**src/rtl/shader_pkg.sv**
```systemverilog
// Shared types and field layout for the face_fetch -> shader front end.
package shader_pkg;

  // Fetch sequencer states.
  typedef enum logic [2:0] {
    S_IDLE,
    S_FETCH_F,
    S_LATCH_F,
    S_FETCH_V,
    S_START,
    S_WAIT_DONE
  } state_t;

  // Default vertex index width (vertex table depth is 2**VIDX_W).
  localparam int VIDX_W_DEF = 10;

  localparam int COORD_W = 16;
  localparam int COLOR_W = 16;
  localparam int VERT_W  = 3 * COORD_W;

  // Face word: {color[15:0], i3, i2, i1}, with offsets for the default index width.
  localparam int I1_LSB    = 0;
  localparam int I2_LSB    = VIDX_W_DEF;
  localparam int I3_LSB    = 2 * VIDX_W_DEF;
  localparam int COLOR_LSB = 3 * VIDX_W_DEF;

  // Vertex word: {x, y, z}.
  localparam int X_LSB = 32;
  localparam int Y_LSB = 16;
  localparam int Z_LSB = 0;

endpackage

```
**src/rtl/face_fetch.sv**
```systemverilog
// face_fetch: walks the face table once per frame request, fetches the three
// vertices of each face from the vertex table, hands them plus the face colour
// to the shader, pulses start and waits for done before the next face.
module face_fetch
  import shader_pkg::*;
#(
  parameter  int N_FACES = 32,
  parameter  int VIDX_W  = VIDX_W_DEF,
  localparam int FIDX_W  = (N_FACES > 1) ? $clog2(N_FACES) : 1,
  localparam int FACE_W  = COLOR_W + 3 * VIDX_W
) (
  input  logic              clk,
  input  logic              reset,
  input  logic              frame_start,
  output logic [FIDX_W-1:0] face_addr,
  input  logic [FACE_W-1:0] face_rdata,
  output logic [VIDX_W-1:0] vert_addr,
  input  logic [VERT_W-1:0] vert_rdata,
  output logic [15:0]       v1x,
  output logic [15:0]       v1y,
  output logic [15:0]       v1z,
  output logic [15:0]       v2x,
  output logic [15:0]       v2y,
  output logic [15:0]       v2z,
  output logic [15:0]       v3x,
  output logic [15:0]       v3y,
  output logic [15:0]       v3z,
  output logic [15:0]       pixel_color,
  output logic              start,
  input  logic              done,
  output logic              busy,
  output logic              frame_done
);

  // Face-word field offsets scaled to the instance's index width.
  localparam int F_I1  = I1_LSB;
  localparam int F_I2  = F_I1 + VIDX_W;
  localparam int F_I3  = F_I2 + VIDX_W;
  localparam int F_COL = F_I3 + VIDX_W;

  state_t                        state;
  logic [FIDX_W-1:0]             face_idx;
  logic [1:0]                    sub;
  logic [2:0][VIDX_W-1:0]        idx_q;    // latched i1..i3
  logic [COLOR_W-1:0]            color_q;  // latched colour, released with v3
  logic [2:0][VERT_W-1:0]        vtx;      // v1..v3 as full {x,y,z} words
  logic                          last_face;

  assign last_face = (face_idx == FIDX_W'(N_FACES - 1));

  // The face table is addressed straight from the face index register.
  assign face_addr = face_idx;

  // Frame completion is visible in the cycle the final done is sampled.
  assign frame_done = !reset && (state == S_WAIT_DONE) && done && last_face;

  assign v1x = vtx[0][X_LSB +: COORD_W];
  assign v1y = vtx[0][Y_LSB +: COORD_W];
  assign v1z = vtx[0][Z_LSB +: COORD_W];
  assign v2x = vtx[1][X_LSB +: COORD_W];
  assign v2y = vtx[1][Y_LSB +: COORD_W];
  assign v2z = vtx[1][Z_LSB +: COORD_W];
  assign v3x = vtx[2][X_LSB +: COORD_W];
  assign v3y = vtx[2][Y_LSB +: COORD_W];
  assign v3z = vtx[2][Z_LSB +: COORD_W];

  // Vertex address is a pure decode of registered state: i1, i2, i3 on sub 0..2.
  always_comb begin
    vert_addr = '0;
    if (state == S_FETCH_V) begin
      case (sub)
        2'd0:    vert_addr = idx_q[0];
        2'd1:    vert_addr = idx_q[1];
        2'd2:    vert_addr = idx_q[2];
        default: vert_addr = '0;
      endcase
    end
  end

  // Fetch sequencer; vertex data lags its address by one cycle, hence capture on sub 1..3.
  always_ff @(posedge clk) begin
    if (reset) begin
      state       <= S_IDLE;
      face_idx    <= '0;
      sub         <= '0;
      idx_q       <= '0;
      color_q     <= '0;
      vtx         <= '0;
      pixel_color <= '0;
      start       <= 1'b0;
      busy        <= 1'b0;
    end else begin
      start <= 1'b0;
      case (state)
        S_IDLE: begin
          if (frame_start) begin
            face_idx <= '0;
            busy     <= 1'b1;
            state    <= S_FETCH_F;
          end
        end
        S_FETCH_F: state <= S_LATCH_F;
        S_LATCH_F: begin
          idx_q[0] <= face_rdata[F_I1 +: VIDX_W];
          idx_q[1] <= face_rdata[F_I2 +: VIDX_W];
          idx_q[2] <= face_rdata[F_I3 +: VIDX_W];
          color_q  <= face_rdata[F_COL +: COLOR_W];
          sub      <= '0;
          state    <= S_FETCH_V;
        end
        S_FETCH_V: begin
          sub <= sub + 2'd1;
          case (sub)
            2'd1: vtx[0] <= vert_rdata;
            2'd2: vtx[1] <= vert_rdata;
            2'd3: begin
              vtx[2]      <= vert_rdata;
              pixel_color <= color_q;
              start       <= 1'b1;
              state       <= S_START;
            end
            default: ;
          endcase
        end
        S_START: state <= S_WAIT_DONE;
        S_WAIT_DONE: begin
          if (done) begin
            if (last_face) begin
              face_idx <= '0;
              busy     <= 1'b0;
              state    <= S_IDLE;
            end else begin
              face_idx <= face_idx + FIDX_W'(1);
              state    <= S_FETCH_F;
            end
          end
        end
        default: state <= S_IDLE;
      endcase
    end
  end

endmodule

```
**config.mk**
```make
export PLATFORM = sky130hd
export DESIGN_NAME = face_fetch
export DESIGN_NICKNAME = d
export VERILOG_FILES = /design/src/rtl/shader_pkg.sv /design/src/rtl/face_fetch.sv
export SDC_FILE = /design/constraint.sdc
export NUM_CORES = 1
export LEC_CHECK = 0
export BUFFER_PORTS_ARGS = -buffer_cell sky130_fd_sc_hd__buf_2
export CAP_MARGIN = 20
export CORE_MARGIN = 2
export CORE_UTILIZATION = 35
export DETAILED_ROUTE_END_ITERATION = 8
export PLACE_DENSITY = 0.59
export SLEW_MARGIN = 20
export SYNTH_ARGS = -nofsm -noshare
export SYNTH_HDL_FRONTEND = slang
export SYNTH_SLANG_ARGS = --single-unit
```
**constraint.sdc**
```tcl
create_clock -name clk -period 4.65 [get_ports clk]
set_input_delay 0.2325 -clock clk [delete_from_list [all_inputs] [get_ports clk]]
set_output_delay 0.2325 -clock clk [all_outputs]
set_load 0.03 [all_outputs]
```
# Word-level counts from Yosys, hierarchy flattened
# Cells that the tools add are included.
[word_totals]
out_inout_bits = 178
input_bits = 98
wordCells = 61
register_bits = 218
[op_classes]
add_sub_neg = 2
reduce_logical = 15
n_eq_ne = 13
bitwise = 1
muxes = 17
[ops]
columns = ["operator", "count"]
rows = [
  ["10-bit one-hot mux with 3 select lines", 1],
  ["3-bit one-hot mux with 6 select lines", 1],
  ["5-bit two-way mux", 3],
  ["10-bit two-way mux", 1],
  ["5-bit one-hot mux with 2 select lines", 1],
  ["3-bit two-way mux", 3],
  ["3-bit by 2-bit equality test with 1-bit output, second input constant", 2],
  ["3-bit equality test, second input constant", 2],
  ["2-bit != test, second input constant", 3],
  ["2-bit AND reduction", 3],
  ["3-bit AND reduction", 2],
  ["5-bit by 1-bit adder with 5-bit output, second input constant", 1],
  ["5-bit equality test, second input constant", 1],
  ["1-bit two-way mux", 5],
  ["2-bit equality test, second input constant", 2],
  ["2-bit one-hot mux with 2 select lines", 1],
  ["4-bit AND reduction", 1],
  ["2-bit nonzero test", 2],
  ["3-bit by 1-bit equality test with 1-bit output, second input constant", 1],
  ["1-bit logical AND", 3],
  ["3-bit logical NOT", 1],
  ["2-bit by 1-bit adder with 2-bit output, second input constant", 1],
  ["2-bit by 1-bit equality test with 1-bit output, second input constant", 1],
  ["2-bit logical NOT", 1],
  ["other kinds (5)", 5],
]

# Depth between registers and ports, before layout
[depth]
word_depth = 4
depth_mapped = 7
ltp_nobuf = 6

# Worst setup path before layout
# OpenSTA, ideal clock, no wires.
[synth_timing]
path_kind = "register -> output"
startpoint = "register face_idx[0] (netlist: face_addr[0])"
endpoint = "output frame_done"
t_required_ps = 4418
t_arrival_ps = 1787
setup_slack_ps = 2631
stages_incl_launch_ff = 6
path_buffers = 0
path_cell_list = "dfxtp_1 -> ha_1 -> and3_1 -> ha_1 -> nand2_1 -> nor3_1"
[synth_via]
elab_chain_cells = 2
[synth_lines]
columns = ["item", "line_no", "text"]
rows = [
  ["start: declaration", "face_fetch.sv:42", "logic [FIDX_W-1:0] face_idx;"],
  ["start signal: assignment", "face_fetch.sv:133", "face_idx <= face_idx + FIDX_W'(1);"],
  ["5-bit equality test", "face_fetch.sv:49", "assign last_face = (face_idx == FIDX_W'(N_FACES - 1));"],
  ["1-bit logical AND", "face_fetch.sv:55", "assign frame_done = !reset && (state == S_WAIT_DONE) && done && last_face;"],
  ["end: declaration", "face_fetch.sv:32", "output logic frame_done"],
]
# Every way passes these cells.

# Worst setup path in the final report
[layout_timing]
startpoint = "register state[0]"
endpoint = "output vert_addr[6]"
[layout_via]
elab_chain_cells = 2
[layout_lines]
columns = ["item", "line_no", "text"]
rows = [
  ["start: declaration", "face_fetch.sv:41", "state_t state;"],
  ["start signal: assignment", "face_fetch.sv:83", "state <= S_IDLE;"],
  ["start signal: assignment", "face_fetch.sv:99", "state <= S_FETCH_F;"],
  ["start signal: assignment", "face_fetch.sv:102", "S_FETCH_F: state <= S_LATCH_F;"],
  ["3-bit by 2-bit equality test with 1-bit output", "face_fetch.sv:70", "if (state == S_FETCH_V) begin"],
  ["10-bit two-way mux", "face_fetch.sv:70", ""],
  ["end: declaration", "face_fetch.sv:17", "output logic [VIDX_W-1:0] vert_addr,"],
]
# Every way passes these cells.

==> impl_metrics.sql <==
INSERT INTO impl_metrics (metric_group, metric, value, unit) VALUES
('status', 'outcome', 'completed', ''),
('routing', 'drt_pass1_iterations', '5', ''),
('sta', 'final-setup-viol-count', '0', ''),
('layout', 'antennaDiodeCount', '0', ''),
('placement', 'gp_congestion', '0.7677', ''),
('synthesis', 'yosysTopAreaCell', 'sky130_fd_sc_hd__dfxtp_1', ''),
('sta', 'worst_pin_slew', '0.9398', 'ns'),
('synthesis', 'syn_inst', '1002', ''),
('critical_path', 'worstPathCellList', 'nand4bb_1, nor2_1, buf_2', ''),
('synthesis', 'synth_top_cells_by_area', 'sky130_fd_sc_hd__dfxtp_1 54%, sky130_fd_sc_hd__nand2_1 19%, sky130_fd_sc_hd__a21oi_1 13%', ''),
('synthesis', 'synthesis_stage_register_bit_count', '218', ''),
('power_and_ir_drop', 'clkPwrFrac', '44.1', '%'),
('worst_hold_path', 'whs_path_depth', '3', ''),
('grt', 'grt_first_pass_wirelength', '38990', 'um'),
('sta', 'achievable-frequency', '0.3574', 'GHz'),
('synthesis', 'synth.net_count', '1106', ''),
('flow_run', 'maxCapViolations', '0', ''),
('clock_tree', 'clock_insertion_delay_worst_skew', '0.51', 'ns'),
('floorplan', 'rows', '55', ''),
('power_and_ir_drop', 'power.switching', '1.029', 'mW'),
('sta', 'setup_repair_after_global_routing_missed_its_margin', 'false', ''),
('synthesis', 'synth-edff-count', '0', ''),
('power_and_ir_drop', 'worst_ir_drop_vdd', '0.2617', 'mV'),
('clock_tree', 'cts-root-to-sink-buffers', '3', ''),
('clock_tree', 'clock_tree.htree_level_count', '1', ''),
('power_and_ir_drop', 'share_seq_of_total_power', '47.4', '%'),
('clock_tree', 'tritoncts_num_sinks', '218', ''),
('critical_path', 'cp-end-kind', 'output port', ''),
('clock_tree', 'clock_buffer_count_from_cts', '25', ''),
('floorplan', 'start_util', '35.59', '%'),
('synthesis', 'syn_area', '0.008034', 'sq mm'),
('floorplan', 'floorplan.core_area', '0.02257', 'sq mm'),
('critical_path', 'setup.worst_path.start_class', 'flip-flop', ''),
('clock_tree', 'cts_root_buf', 'sky130_fd_sc_hd__clkbuf_16', ''),
('routing', 'routed_via_density', '4.872', ''),
('layout', 'registers.top_by_ff_count', 'idx_q', ''),
('power_and_ir_drop', 'internal_power', '3.128', 'mW'),
('synthesis', 'ys.flop_type', 'sky130_fd_sc_hd__dfxtp_1', ''),
('placement', 'dp_hpwl', '15750', 'um'),
('critical_path', 'criticalPathCategory', 'flip-flop to output port', ''),
('grt', 'grt_max_degree', '123', ''),
('power_and_ir_drop', 'static-leakage-power', '4.582', 'nW'),
('grt', 'grt.overflow.total', '0', ''),
('power_and_ir_drop', 'power.switching_fraction', '24.76', '%'),
('grt', 'grt_antenna_before_repair', '0', ''),
('synthesis', 'synth.distinct_cells', '34', ''),
('routing', 'drc_violations', '0', ''),
('critical_path', 'cp_max_fo', '24', ''),
('clock_tree', 'clock_tree_from_tritoncts', 'done', ''),
('synthesis', 'synth_largest_type_area_fraction', '54.32', '%'),
('sta', 'report.final.hold_viol_count', '0', ''),
('synthesis', 'sequential_cell_area_fraction_in_the_yosys_report', '54.32', '%'),
('routing', 'final_antenna_net_count', '0', ''),
('sta', 'slew-limit-headroom', '37.35', '%'),
('sta', 'fin_crit', '2.798', 'ns'),
('clock_tree', 'path_clk_slew', '0.06', 'ns'),
('critical_path', 'rr_worst_depth', '4', ''),
('critical_path', 'cp_data_arrival_time', '2.57', 'ns'),
('clock_tree', 'setup_buffers_after_cts', '0', ''),
('floorplan', 'num_io_pins', '276', ''),
('layout', 'final_net_count', '1432', ''),
('layout', 'largest_reg_flops', '30', ''),
('critical_path', 'worst_ep_required_time', '4.42', 'ns'),
('sta', 'setup_total_negative_slack', '0', 'ns'),
('layout', 'final_common_cell', 'sky130_fd_sc_hd__nand2_1', ''),
('layout', 'final_cell_mix', '416 x sky130_fd_sc_hd__nand2_1, 274 x sky130_fd_sc_hd__buf_2, 218 x sky130_fd_sc_hd__dfxtp_1, 212 x sky130_fd_sc_hd__a21oi_1, 93 x sky130_fd_sc_hd__dlygate4sd3_1', ''),
('synthesis', 'synth_warnings', '0', ''),
('grt', 'grt_pass1_vias', '7286', ''),
('routing', 'detailroute.via_count', '7931', ''),
('sta', 'timing.final.crit_share', '60.17', '%'),
('sta', 'skew', '0.01003', 'ns');
## critical path, delay by kind of cell, from the launching register on
family        cells  cell delay [ns]
buf+inv           1             0.24
flops             1             0.83
simple gates      2             0.98
## power groups by stage
stage                     sequential (mW)  clock (mW)  combinational, mW
after floorplan                      1.99           0              0.217
after global placement               2.01           0              0.291
after detailed placement             2.01           0              0.292
after CTS                            1.97        1.88              0.353
after global routing                 1.98        1.97              0.389
final                                1.97        1.83              0.352
## cell type report
type | count | area [sq um]
multi-input cells | 703 | 3242
clock inverters | 13 | 93.84
flip-flops and latches | 218 | 4364
repair buffers | 378 | 2396
well taps | 285 | 356.6
inverters | 2 | 7.507
clock buffers | 29 | 680.7
fillers | 2248 | 11430
## cell usage after synthesis, types with 2 or more instances
cell type,instances
sky130_fd_sc_hd__a21oi_1,212
sky130_fd_sc_hd__a222oi_1,10
sky130_fd_sc_hd__a31oi_1,3
sky130_fd_sc_hd__and3_1,2
sky130_fd_sc_hd__and4b_1,4
sky130_fd_sc_hd__buf_1,2
sky130_fd_sc_hd__buf_2,14
sky130_fd_sc_hd__buf_4,18
sky130_fd_sc_hd__buf_6,7
sky130_fd_sc_hd__clkbuf_1,38
sky130_fd_sc_hd__dfxtp_1,218
sky130_fd_sc_hd__ha_1,6
sky130_fd_sc_hd__inv_1,2
sky130_fd_sc_hd__nand2_1,416
sky130_fd_sc_hd__nand2b_1,3
sky130_fd_sc_hd__nand3_1,5
sky130_fd_sc_hd__nand3b_1,6
sky130_fd_sc_hd__nand4b_1,7
sky130_fd_sc_hd__nor2_1,13
sky130_fd_sc_hd__o211ai_1,2
## final timing paths
kind / startpoint / endpoint / slack [ns]
max: state[0] / vert_addr[6] / 1.85
min: vert_rdata[0] / v3z[0] / 0.03
max reg2reg: state[0] / v3x[13] / 2.14
min reg2reg: v1z[13] / v1z[13] / 0.45
## per-stage QoR
| stage | worst slack (ns) | utilization, % | cell area (sq um) | std cells | hold WS (ns) |
|---|---|---|---|---|---|
| final | 1.852 | 49.36 | 11140 | 1628 | 0.02626 |
| after global routing | 1.670 | 49.36 | 11140 | 1628 | 0.02836 |
| after CTS | 1.847 | 49.33 | 11140 | 1628 | 0.009971 |
| after detailed placement | 2.121 | 41.78 | 9430 | 1493 | 0.4433 |
| after global placement | 1.743 | 41.68 | 9408 | 1491 | 0.4373 |
| after floorplan | 2.631 | - | 8034 | 1002 | 0.3685 |
## per-layer routing
layer,wire length [um],vias to the layer above,track usage [%],share of wire [%]
met5,0,-,0,0
met4,912,0,7.339,3.7
met3,1717,59,4.178,6.9
met2,11550,270,32.22,46
met1,10790,3653,25.89,43
li1,-,3949,-,-
## kinds of logic (layout without fill, tap and decap cells)
| kind of cell | count (synthesis) | in the layout | synth area share, % |
|---|---|---|---|
| buffers and inverters | 81 | 422 | 5.498 |
| adder cells (fa/ha/maj) | 6 | 6 | 0.9344 |
| AND/OR/NAND/NOR | 465 | 465 | 23.80 |
| multiplexers | 1 | 1 | 0.1246 |
| AO/OA/AOI/OAI | 231 | 231 | 15.32 |
| flip-flops | 218 | 218 | 54.32 |
## what timing repair did
action	4_1_cts	5_1_grt
endpoints found under the setup margin	0	0
endpoints found under the hold margin	183	0
hold buffers	93	0
No activity file was read; power rests on OpenSTA's default activity.
